===== config.mk =====
export PLATFORM = sky130hd
export DESIGN_NAME = serial_sub_ctrl
export DESIGN_NICKNAME = d
export VERILOG_FILES = /design/src/rtl/serial_sub_ctrl.sv
export SDC_FILE = /design/constraint.sdc
export NUM_CORES = 1
export LEC_CHECK = 0
export BUFFER_PORTS_ARGS = -buffer_cell sky130_fd_sc_hd__buf_2
export CAP_MARGIN = 10
export CORE_ASPECT_RATIO = 1.25
export CORE_UTILIZATION = 57
export CTS_BUF_LIST = sky130_fd_sc_hd__clkbuf_8
export CTS_CLUSTER_SIZE = 20
export DETAILED_ROUTE_END_ITERATION = 10
export HOLD_SLACK_MARGIN = 0.12
export PLACE_DENSITY = 0.79
export SLEW_MARGIN = 30
export SYNTH_ARGS = -nofsm -noshare
export SYNTH_HDL_FRONTEND = slang
export SYNTH_SLANG_ARGS = --single-unit

===== constraint.sdc =====
create_clock -name clk -period 1.6 [get_ports clk]
set_input_delay 0.08 -clock clk [delete_from_list [all_inputs] [get_ports clk]]
set_output_delay 0.08 -clock clk [all_outputs]
set_load 0.005 [all_outputs]

===== src/rtl/serial_sub_ctrl.sv =====
// Bit-serial WIDTH-bit subtractor: one full-subtractor cell is stepped over the
// operands LSB first, with the borrow kept in a flip-flop between bit positions.
module serial_sub_ctrl #(
    parameter int WIDTH = 8
) (
    input  logic             clk,
    input  logic             rst_n,
    input  logic             start,
    input  logic [WIDTH-1:0] a,
    input  logic [WIDTH-1:0] b,
    input  logic             bin,
    output logic             busy,
    output logic             done,
    output logic [WIDTH-1:0] diff,
    output logic             borrow_out
);

    localparam int CW = $clog2(WIDTH);

    localparam logic [1:0] IDLE = 2'd0;
    localparam logic [1:0] RUN  = 2'd1;
    localparam logic [1:0] DONE = 2'd2;

    logic [1:0]       state_r;
    logic [WIDTH-1:0] a_sh_r;
    logic [WIDTH-1:0] b_sh_r;
    logic [WIDTH-1:0] res_r;
    logic             brw_r;
    logic [CW-1:0]    cnt_r;
    logic             busy_r;
    logic             done_r;
    logic [WIDTH-1:0] diff_r;
    logic             borrow_out_r;

    logic [1:0]       cell_s;
    logic [WIDTH-1:0] res_next_s;
    logic             last_s;

    // Full-subtractor cell; returns {borrow_out, difference}.
    function automatic logic [1:0] full_sub(input logic x, input logic y, input logic bi);
        logic d;
        logic bo;
        d  = x ^ y ^ bi;
        bo = (~x & y) | (~(x ^ y) & bi);
        return {bo, d};
    endfunction

    // Cell evaluation on the current LSBs and the next result-shift value.
    always_comb begin
        cell_s     = full_sub(a_sh_r[0], b_sh_r[0], brw_r);
        res_next_s = {cell_s[0], res_r[WIDTH-1:1]};
        last_s     = (cnt_r == CW'(WIDTH - 1));
    end

    // Control FSM, operand shifters, borrow flop and registered outputs.
    always_ff @(posedge clk or negedge rst_n) begin
        if (!rst_n) begin
            state_r      <= IDLE;
            a_sh_r       <= {WIDTH{1'b0}};
            b_sh_r       <= {WIDTH{1'b0}};
            res_r        <= {WIDTH{1'b0}};
            brw_r        <= 1'b0;
            cnt_r        <= {CW{1'b0}};
            busy_r       <= 1'b0;
            done_r       <= 1'b0;
            diff_r       <= {WIDTH{1'b0}};
            borrow_out_r <= 1'b0;
        end else begin
            case (state_r)
                IDLE: begin
                    done_r <= 1'b0;
                    if (start) begin
                        a_sh_r  <= a;
                        b_sh_r  <= b;
                        brw_r   <= bin;
                        cnt_r   <= {CW{1'b0}};
                        busy_r  <= 1'b1;
                        state_r <= RUN;
                    end else begin
                        busy_r  <= 1'b0;
                        state_r <= IDLE;
                    end
                end
                RUN: begin
                    res_r  <= res_next_s;
                    a_sh_r <= {1'b0, a_sh_r[WIDTH-1:1]};
                    b_sh_r <= {1'b0, b_sh_r[WIDTH-1:1]};
                    brw_r  <= cell_s[1];
                    // The last bit lands straight in the outputs so they are valid with done.
                    if (last_s) begin
                        cnt_r        <= {CW{1'b0}};
                        diff_r       <= res_next_s;
                        borrow_out_r <= cell_s[1];
                        done_r       <= 1'b1;
                        state_r      <= DONE;
                    end else begin
                        cnt_r   <= cnt_r + CW'(1);
                        state_r <= RUN;
                    end
                end
                DONE: begin
                    done_r  <= 1'b0;
                    busy_r  <= 1'b0;
                    state_r <= IDLE;
                end
                default: begin
                    done_r  <= 1'b0;
                    busy_r  <= 1'b0;
                    state_r <= IDLE;
                end
            endcase
        end
    end

    assign busy       = busy_r;
    assign done       = done_r;
    assign diff       = diff_r;
    assign borrow_out = borrow_out_r;

endmodule


Word-level counts from Yosys, hierarchy flattened
Cells that the tools add are included.
{"block": "totals", "elab_cells": 42, "ff_bits": 41}
{"block": "classes", "addsub": 1, "n_mux": 16, "n_bitwise": 7, "reduce_logical": 4, "eq_ne": 4}
{"operator": "$pmux 8 s2", "count": 2}
{"operator": "$mux 8", "count": 2}
{"operator": "$mux 3", "count": 2}
{"operator": "$pmux 3 s2", "count": 1}
{"operator": "$mux 1", "count": 5}
{"operator": "$ne 2x2->1 const B", "count": 2}
{"operator": "$pmux 1 s2", "count": 2}
{"operator": "$pmux 2 s2", "count": 1}
{"operator": "$reduce_and 2->1", "count": 2}
{"operator": "$add 3x1->3 const B", "count": 1}
{"operator": "$eq 3x3->1 const B", "count": 1}
{"operator": "$and 1x1->1", "count": 2}
{"operator": "$eq 2x1->1 const B", "count": 1}
{"operator": "$logic_not 2->1", "count": 1}
{"operator": "$mux 2", "count": 1}
{"operator": "$not 1->1", "count": 2}
{"operator": "$reduce_bool 2->1", "count": 1}
{"operator": "$xor 1x1->1", "count": 2}
{"operator": "$or 1x1->1", "count": 1}

Longest topological paths before layout
Gate-level depths: netlist (run 1).
{"block": "depth", "depth_word": 5, "mapped_depth": 5, "mapped_depth_nobuf": 4}

Worst setup path before layout (run 1)
No wires, ideal clock.
{"block": "synth_path", "path_kind": "flip-flop to flip-flop", "startpoint": "register cnt_r[0]", "endpoint": "register diff_r[0], in the netlist diff[0]", "setup_slack_ns": 0.090, "arrival_time_ns": 1.382, "setup_ns": 0.128, "stages_incl_launch_ff": 6, "cell_sequence": "dfrtp_1 ha_1 ha_1 nand3b_1 buf_2 mux2_1"}
{"block": "synth_via", "elab_chain_len": 2}
{"element": "start: declaration", "line": "29", "rtl": "logic [CW-1:0] cnt_r;"}
{"element": "start signal: assignment", "line": "63", "rtl": "cnt_r <= {CW{1'b0}};"}
{"element": "start signal: assignment", "line": "76", "rtl": "cnt_r <= {CW{1'b0}};"}
{"element": "start signal: assignment", "line": "91", "rtl": "cnt_r <= {CW{1'b0}};"}
{"element": "$eq 3x3->1", "line": "52", "rtl": "last_s = (cnt_r == CW'(WIDTH - 1));"}
{"element": "$reduce_and 2->1 (no source line)"}
{"element": "end signal: assignment", "line": "66", "rtl": "diff_r <= {WIDTH{1'b0}};"}
{"element": "end signal: assignment", "line": "92", "rtl": "diff_r <= res_next_s;"}
{"element": "end: declaration", "line": "32", "rtl": "logic [WIDTH-1:0] diff_r;"}
Every way passes these cells.
A chain may end at the register's enable or synchronous reset.

Final worst setup path (run 1)
{"block": "layout_path", "startpoint": "register cnt_r[0]", "endpoint": "register diff_r[3], in the netlist diff[3]"}
Same word-level chain as after synthesis.

==> results.py, run 1 <==
metrics = {
    "status": {
        "status": "completed",
    },
    "logic_synthesis": {
        "synthesis.area_mm2": 0.00179,
        "synth_warnings": 0,
        "syn-instance-count": 131,
        "ys_top_cells_by_count": "dfrtp_1, inv_1, mux2_1, nor4b_1",
        "yosysMostFrequentCell": "dfrtp_1",
        "synth_edf_count": 0,
        "synth_nets": 154,
        "seq_area_frac_synth": 0.558,
        "synth_flop_cell": "dfrtp_1",
        "yosysTopAreaCell": "dfrtp_1",
        "ys_ff_latch": 40,
        "synth_area_leaders": "dfrtp_1, mux2_1, nor4b_1, or4b_1, a221oi_1",
        "syn_avg_cell_area_um2": 13.7,
        "synth_top_area_frac": 0.558,
        "synthArstFlopShare": 1.00,
        "synth_cell_types": 31,
    },
    "global_routing": {
        "antenna_found_initial": 0,
        "grt_usage": 0.253,
        "overflow": 0,
        "grt_start_max_net_pins": 41,
        "grt_pass1_wl_mm": 6.03,
        "grt_pass1_vias": 1264,
    },
    "sta": {
        "grt_setup_unrepaired": "no",
        "setup_ws_ns": 0.0787,
        "holdWs_ns": 0.131,
        "fin_tns_setup_ns": 0,
        "period_needed_ns": 1.52,
        "setup_violations": 0,
        "worst_slew_pin_slew_ns": 0.514,
        "maxSlewViolCount": 0,
        "post-route-period-util": 0.951,
        "hold_viol": 0,
        "max_slew_margin": 0.657,
        "fin_skew_ns": 0.00729,
        "max_freq_mhz": 657,
    },
    "worst_setup_path": {
        "crit_slowest_cell": "dfrtp_1",
        "cpPeakStageDelay_ns": 0.41,
        "path_cells": "ha_2 > ha_2 > nand3b_1 > buf_4 > mux2_1",
        "cp.required_ns": 1.77,
        "arrival_ns": 1.69,
        "critPathKind": "flop to flop",
        "crit_buf_inv": 1,
        "path_common_cell": "ha_2",
        "critPathLaunchType": "flop",
        "path_delay_family": "flip-flops",
        "crit_fanout": 5,
        "end_kind": "flop",
    },
    "pwr": {
        "power.density_mw_per_mm2": 1940,
        "peakVddDrop_v": 0.00110,
        "leakagePower_nw": 0.990,
    },
    "placed_design": {
        "io_buffer_count": 30,
        "post-dp-hpwl_mm": 2.38,
        "gp_congestion": 0.720,
        "placed_cells": 194,
        "place_ws_ns": 0.0356,
    },
    "clock_network": {
        "cts_made_buffers": 5,
        "cts-root-buf": "clkbuf_8",
        "clk_latency_ns": 0.29,
        "clk_pin_slew_ns": 0.07,
        "cts_setup_buffers": 0,
        "cts_tree": "done",
        "h-tree-depth": 2,
        "clkSinkCount": 40,
        "cts_buffer_depth": 2,
    },
    "routing": {
        "via_per_inst": 5.72,
        "wire_per_inst_um": 16.6,
        "drc_errors": 0,
        "wirelength_mm": 3.40,
        "drtAntennaViolNets": 0,
        "dr.pass1.iters": 4,
        "vias": 1167,
        "drtIter0Drc": 35,
    },
    "floorplan": {
        "placementRows": 22,
        "dieWidth_um": 52.2,
        "initial_core_util": 0.604,
        "die-area_mm2": 0.00338,
        "boundaryPins": 31,
        "core_area_mm2": 0.00297,
        "fp.dieH_um": 64.7,
    },
    "layout": {
        "diodes": 0,
        "fin_cells": 204,
        "syn_to_final_growth_pct": 17.6,
        "fillers": 216,
        "drive_above_1_share": 0.369,
        "final_util": 0.710,
        "finalNetCount": 190,
    },
    "job": {
        "max-cap-violations": 0,
    },
    "hold_path": {
        "hp-class": "input pin to flop",
    },
}
==> through the flow <==
stage / power, W / cell area, um^2
finish: 0.00409 / 2110
global route: 0.00441 / 2110
CTS: 0.00412 / 2100
detailed placement: 0.00332 / 1970
global placement: 0.00318 / 1970
floorplan: 0.00285 / 1790
==> metal layers <==
metal	global-route usage	share of wire	up-vias
li1	-	-	560
met1	0.310	0.43	573
met2	0.415	0.51	27
met3	0.0728	0.041	7
met4	0.0987	0.019	0
met5	0	0	-
==> worst min-delay path: stages <==
cell	delay, ns
buf_2	0.08
nor4b_1	0.05
a221oi_2	0.15
==> placed cells by master, fill, tap and decap left out, types with 3 or more instances in the layout <==
cell       n
nor4b_1    8
buf_2     30
a22o_1     3
clkbuf_8   5
o221a_2    4
inv_1     12
buf_4      7
dfrtp_1   39
mux2_2     5
mux2_1     8
o221a_1    3
a221oi_1   7
or4b_1     7
nor2_1     4
==> worst paths after layout <==
| check | from | to | slack, ns | cells after the start |
|---|---|---|---|---|
| worst max-delay path | cnt_r[0] | diff[3] | 0.08 | 5 |
| worst min-delay path | bin | brw_r | 0.13 | 3 |
| worst max register to register | cnt_r[0] | diff[3] | 0.08 | 5 |
| worst min register to register | diff[1] | diff[1] | 0.49 | 1 |
| max in group asynchronous | rst_n | state_r[1] | 0.87 | 3 |
| min in group asynchronous | rst_n | borrow_out | 0.38 | 3 |
==> layout make-up <==
type / instances / area (um^2) / share of cell area
inverter: 11 / 41.3 / 0.0196
sequential: 40 / 1000 / 0.475
clock buffer: 5 / 68.8 / 0.0326
timing repair buffer: 40 / 234 / 0.111
multi-input combinational: 69 / 681 / 0.322
clock inverter: 3 / 38.8 / 0.0184
tap: 36 / 45.0 / 0.0213
==> power by group <==
part	total [W]	internal, W	switching [W]
Sequential	0.00179	0.00150	0.000290
Clock	0.000786	0.000456	0.000330
Combinational	0.00151	0.000835	0.000679
==> cells by family after synthesis <==
| kind of cell | after synthesis | share of synthesized area |
|---|---|---|
| AO/OA/AOI/OAI | 23 | 0.123 |
| adder cells (fa/ha/maj) | 3 | 0.0251 |
| buffers and inverters | 22 | 0.0676 |
| flip-flops | 40 | 0.558 |
| multiplexers | 17 | 0.109 |
| AND/OR/NAND/NOR | 26 | 0.116 |
==> sequential cells by signal (all words and copies together) (netlist names) <==
| name | cells |
|---|---|
| diff | 8 |
| res_r | 7 |
| b_sh_r | 8 |
| borrow_out | 1 |
| brw_r | 1 |
| cnt_r | 3 |
| a_sh_r | 8 |
| busy | 1 |
| done | 1 |
| state_r | 2 |
==> repair_timing <==
| action | in CTS | in global routing |
|---|---|---|
| hold buffers | 2 | 0 |
| hold endpoints to repair | 41 | 0 |
| endpoints found under the setup margin | 0 | 17 |
| gates resized for setup | 0 | 5 |
No activity file was read; power rests on OpenSTA's default activity.
==> run 2: changes to the inputs <==
CORE_UTILIZATION = 52   (was 57)
PLACE_DENSITY = 0.77   (was 0.79)
REMOVE_ABC_BUFFERS = 1   (was not set)
clock period = 1.39 ns   (was 1.6 ns; I/O delays follow)
==> results.py, run 2 (synthesis results as in run 1) <==
metrics = {
    "global_routing": {
        "overflow": 0,
        "grt_pass1_vias": 1245,
        "antenna_found_initial": 0,
        "grt_usage": 0.216,
        "grt_start_max_net_pins": 41,
        "grt_pass1_wl_mm": 5.56,
    },
    "clock_network": {
        "clkSinkCount": 40,
        "clk_pin_slew_ns": 0.08,
        "cts_buffer_depth": 2,
        "clk_latency_ns": 0.29,
        "cts_made_buffers": 5,
        "h-tree-depth": 2,
        "cts-root-buf": "clkbuf_8",
        "cts_tree": "done",
    },
    "worst_setup_path": {
        "critPathKind": "flop to flop",
        "crit_fanout": 8,
        "critPathLaunchType": "flop",
        "crit_buf_inv": 1,
        "arrival_ns": 1.65,
        "startpoint": "cnt_r[1]",
        "r2r-start": "cnt_r[1]",
        "end_kind": "flop",
        "cp.required_ns": 1.56,
        "path_delay_family": "flip-flops",
        "cpPeakStageDelay_ns": 0.40,
        "path_cells": "ha_2 > ha_4 > nand3b_1 > buf_12 > mux2_4",
        "crit_slowest_cell": "dfrtp_1",
    },
    "placed_design": {
        "post-dp-hpwl_mm": 2.26,
        "io_buffer_count": 30,
        "gp_congestion": 0.714,
        "place_ws_ns": -0.112,
    },
    "routing": {
        "via_per_inst": 5.71,
        "wirelength_mm": 3.37,
        "wire_per_inst_um": 15.7,
        "vias": 1227,
        "dr.pass1.iters": 3,
        "drc_errors": 0,
        "drtIter0Drc": 30,
        "drtAntennaViolNets": 0,
    },
    "sta": {
        "post-route-period-util": 1.06,
        "max_slew_margin": 0.681,
        "fin_skew_ns": 0.00558,
        "hold_viol": 0,
        "maxSlewViolCount": 0,
        "worst_slew_pin_slew_ns": 0.478,
        "setup_ws_ns": -0.0891,
        "grt_setup_unrepaired": "yes",
        "period_needed_ns": 1.48,
        "max_freq_mhz": 676,
        "setup_violations": 9,
    },
    "layout": {
        "final_common_cell": "dfrtp_1",
        "final_cell_mix": "dfrtp_1, buf_2, buf_4",
        "diodes": 0,
        "finalNetCount": 200,
        "syn_to_final_growth_pct": 28.9,
        "drive_above_1_share": 0.483,
    },
    "floorplan": {
        "fp.dieH_um": 67.7,
        "dieWidth_um": 54.5,
        "boundaryPins": 31,
        "initial_core_util": 0.552,
        "placementRows": 23,
        "die-area_mm2": 0.00369,
        "core_area_mm2": 0.00325,
    },
    "pwr": {
        "power_frac_comb": 0.427,
        "p_int_w": 0.00359,
        "p_sw_frac": 0.305,
        "pwr-share-seq": 0.398,
        "switchingPower_w": 0.00158,
        "power.density_mw_per_mm2": 2230,
        "leakagePower_nw": 1.10,
        "peakVddDrop_v": 0.00159,
        "clockPowerShare": 0.175,
        "power_w": 0.00516,
    },
    "status": {
        "violations": "setup timing",
        "status": "finished with violations",
    },
    "hold_path": {
        "hp-class": "input pin to flop",
        "worstHoldStart": "a[5]",
    },
    "job": {
        "max-cap-violations": 0,
    },
}
## run 2: cell count changes in the layout (fill, tap and decap cells not counted), sizes merged
cell,previous run,this run
dlygate4sd3,2,3
buf,38,47
## run 2: final cells by class
cell class,count,area (um^2)
repair buffers,50,337
inverters,11,41.3
multi-input cells,69,781
well taps,37,46.3
flip-flops and latches,40,1000
fillers,237,938
clock inverters,3,38.8
clock buffers,5,68.8
## run 2: layer usage
layer / wire length (um) / share of wire / up-vias / track usage
met3: 135 / 0.040 / 7 / 0.0766
met2: 1820 / 0.54 / 33 / 0.380
met5: 0 / 0 / - / 0
met4: 47 / 0.014 / 0 / 0.0673
li1: - / - / 582 / -
met1: 1370 / 0.41 / 605 / 0.236
## run 2: what timing repair did
item	CTS	global route
setup buffers	2	3
pin swaps	2	1
setup endpoints to repair	18	27
hold buffers	3	0
gates resized for setup	12	12
hold endpoints to repair	42	0
## run 2: through the flow
step	hold slack (ns)	area (um^2)	setup TNS [ns]	util	std cells
after floorplan	-0.226	1710	-4.66	-	120
after global placement	0.143	2030	-1.02	0.625	200
after detailed placement	0.149	2030	-0.984	0.625	200
after CTS	0.123	2230	-0.464	0.687	213
after global routing	0.129	2310	-1.10	0.711	215
final	0.130	2310	-0.684	0.711	215
## run 2: worst min-delay path, stage by stage
cell,delay (ns)
buf_2,0.07
or4b_1,0.09
o221a_1,0.15
## run 2: final timing paths
| check | end | cells past startpoint | slack (ns) |
|---|---|---|---|
| setup / recovery | diff[4] | 5 | -0.09 |
| hold / removal | a_sh_r[5] | 3 | 0.13 |
| setup reg to reg | diff[4] | 5 | -0.09 |
| hold reg to reg | done | 2 | 0.49 |
| max in group asynchronous | done | 3 | 0.70 |
| min in group asynchronous | a_sh_r[1] | 3 | 0.36 |
## run 2: power groups by stage
| stage | sequential [W] | combinational, W | clock [W] |
|---|---|---|---|
| after floorplan | 0.00204 | 0.00111 | 0 |
| final | 0.00205 | 0.00221 | 0.000904 |
| after detailed placement | 0.00204 | 0.00187 | 0 |
| after CTS | 0.00205 | 0.00207 | 0.000931 |
| after global routing | 0.00213 | 0.00245 | 0.000980 |
| after global placement | 0.00201 | 0.00178 | 0 |
==> run 3: changes to the inputs <==
BUFFER_PORTS_ARGS = -buffer_cell sky130_fd_sc_hd__buf_4   (was -buffer_cell sky130_fd_sc_hd__buf_2)
==> results.py, run 3 (synthesis results as in run 1) <==
metrics = {
    "worst_setup_path": {
        "r2r_cells": 5,
        "r2r-start": "cnt_r[0]",
        "crit_fanout": 5,
        "arrival_ns": 1.62,
        "critPathKind": "flop to flop",
        "critPathLaunchType": "flop",
        "cp.required_ns": 1.57,
        "r2r-end": "diff[6]",
        "end_kind": "flop",
        "r2r_setup_slack_ns": -0.05,
        "startpoint": "cnt_r[0]",
    },
    "global_routing": {
        "grt_pass1_wl_mm": 5.78,
        "overflow": 0,
        "grt_usage": 0.226,
        "antenna_found_initial": 0,
        "grt_pass1_vias": 1266,
        "grt_start_max_net_pins": 41,
    },
    "pwr": {
        "peakVddDrop_v": 0.00138,
        "p_int_w": 0.00380,
        "p_sw_frac": 0.295,
        "pwr-share-seq": 0.383,
        "leakagePower_nw": 1.13,
        "power.density_mw_per_mm2": 2260,
        "power_frac_comb": 0.412,
        "clockPowerShare": 0.205,
        "switchingPower_w": 0.00159,
    },
    "layout": {
        "syn_to_final_growth_pct": 33.1,
        "multiInputGateArea_um2": 746,
        "fillers": 213,
        "fin_cells": 216,
        "regArea_mm2": 0.00100,
        "final_common_cell": "buf_4",
        "final_cell_mix": "buf_4, dfrtp_1, inv_1",
        "final_util": 0.734,
        "finalInstanceArea_mm2": 0.00239,
        "diodes": 0,
        "drive_above_1_share": 0.458,
        "finalNetCount": 202,
    },
    "routing": {
        "wirelength_mm": 3.51,
        "wire_per_inst_um": 16.2,
        "dr.pass1.iters": 4,
        "vias": 1260,
        "via_per_inst": 5.83,
        "drtAntennaViolNets": 0,
        "drtIter0Drc": 32,
        "drc_errors": 0,
    },
    "sta": {
        "post-route-period-util": 1.04,
        "max_freq_mhz": 694,
        "setup_ws_ns": -0.0517,
        "grt_setup_unrepaired": "yes",
        "hold_viol": 0,
        "holdWs_ns": 0.107,
        "max_slew_margin": 0.671,
        "worst_slew_pin_slew_ns": 0.494,
        "maxSlewViolCount": 0,
        "period_needed_ns": 1.44,
        "setup_violations": 8,
        "fin_skew_ns": 0.00639,
    },
    "hold_path": {
        "holdPathStages": 3,
        "worstHoldStart": "b[1]",
        "hp-class": "input pin to flop",
        "whs_endpoint": "b_sh_r[1]",
    },
    "clock_network": {
        "clkSinkCount": 40,
        "cts_made_buffers": 5,
        "clk_pin_slew_ns": 0.08,
        "clk_latency_ns": 0.30,
        "h-tree-depth": 2,
        "cts_tree": "done",
        "cts-root-buf": "clkbuf_8",
        "cts_buffer_depth": 2,
    },
    "floorplan": {
        "fp.dieH_um": 67.7,
        "placementRows": 23,
        "initial_core_util": 0.552,
        "dieWidth_um": 54.5,
        "boundaryPins": 31,
        "die-area_mm2": 0.00369,
        "core_area_mm2": 0.00325,
    },
    "placed_design": {
        "placed_cells": 199,
        "io_buffer_count": 30,
        "placed_area_mm2": 0.00209,
        "gp_congestion": 0.735,
        "post-dp-hpwl_mm": 2.34,
    },
    "status": {
        "violations": "setup timing",
        "status": "finished with violations",
    },
    "job": {
        "max-cap-violations": 0,
    },
}
## run 3: final cells by class
type,count,share of cell area
flip-flops and latches,40,0.420
multi-input cells,69,0.312
repair buffers,52,0.177
clock buffers,5,0.0288
clock inverters,2,0.0252
well taps,37,0.0194
inverters,11,0.0173
## run 3: power groups by stage
stage / Sequential [W] / Clock, W / Combinational, W
final: 0.00206 / 0.00110 / 0.00222
after global placement: 0.00202 / 0 / 0.00184
after CTS: 0.00206 / 0.00112 / 0.00220
after global routing: 0.00214 / 0.00118 / 0.00247
after floorplan: 0.00204 / 0 / 0.00111
after detailed placement: 0.00206 / 0 / 0.00193
## run 3: what timing repair did
| item | in CTS | in global routing |
|---|---|---|
| buffers inserted | 3 | 2 |
| resized for setup | 15 | 9 |
| hold endpoints to repair | 44 | 0 |
| hold buffers | 5 | 0 |
| gates cloned | 1 | 1 |
| pin swaps | 1 | 1 |
| setup endpoints to repair | 20 | 27 |
## run 3: how the worst max path moves through the flow
| stage | end | slack, ns | cells past startpoint |
|---|---|---|---|
| floorplan | diff[0] | -0.21 | 2 |
| global placement | b_sh_r[2] | -0.06 | 2 |
| detailed placement | diff[4] | -0.09 | 5 |
| CTS | diff[4] | -0.10 | 6 |
| global route | diff[6] | -0.1 | 5 |
| finish | diff[6] | -0.05 | 5 |
## run 3: through the flow
step                      setup TNS (ns)  setup WS, ns  total power (W)
after floorplan                    -4.66        -0.208          0.00314
after global placement            -0.721       -0.0554          0.00386
after detailed placement           -1.06       -0.0939          0.00399
after CTS                         -0.767        -0.102          0.00539
after global routing              -0.803       -0.0985          0.00578
final                             -0.327       -0.0517          0.00539
## run 3: metal layers
layer | vias to the layer above | GRT usage | part of all wire
li1 | 589 | - | -
met1 | 633 | 0.263 | 0.41
met4 | 0 | 0.103 | 0.019
met3 | 5 | 0.0676 | 0.035
met5 | - | 0 | 0
met2 | 33 | 0.373 | 0.54
## run 3: critical path: stages (launching register included)
cell	delay [ns]
dfrtp_1	0.39
ha_2	0.20
ha_4	0.15
nand3b_1	0.12
buf_6	0.15
mux2_4	0.30
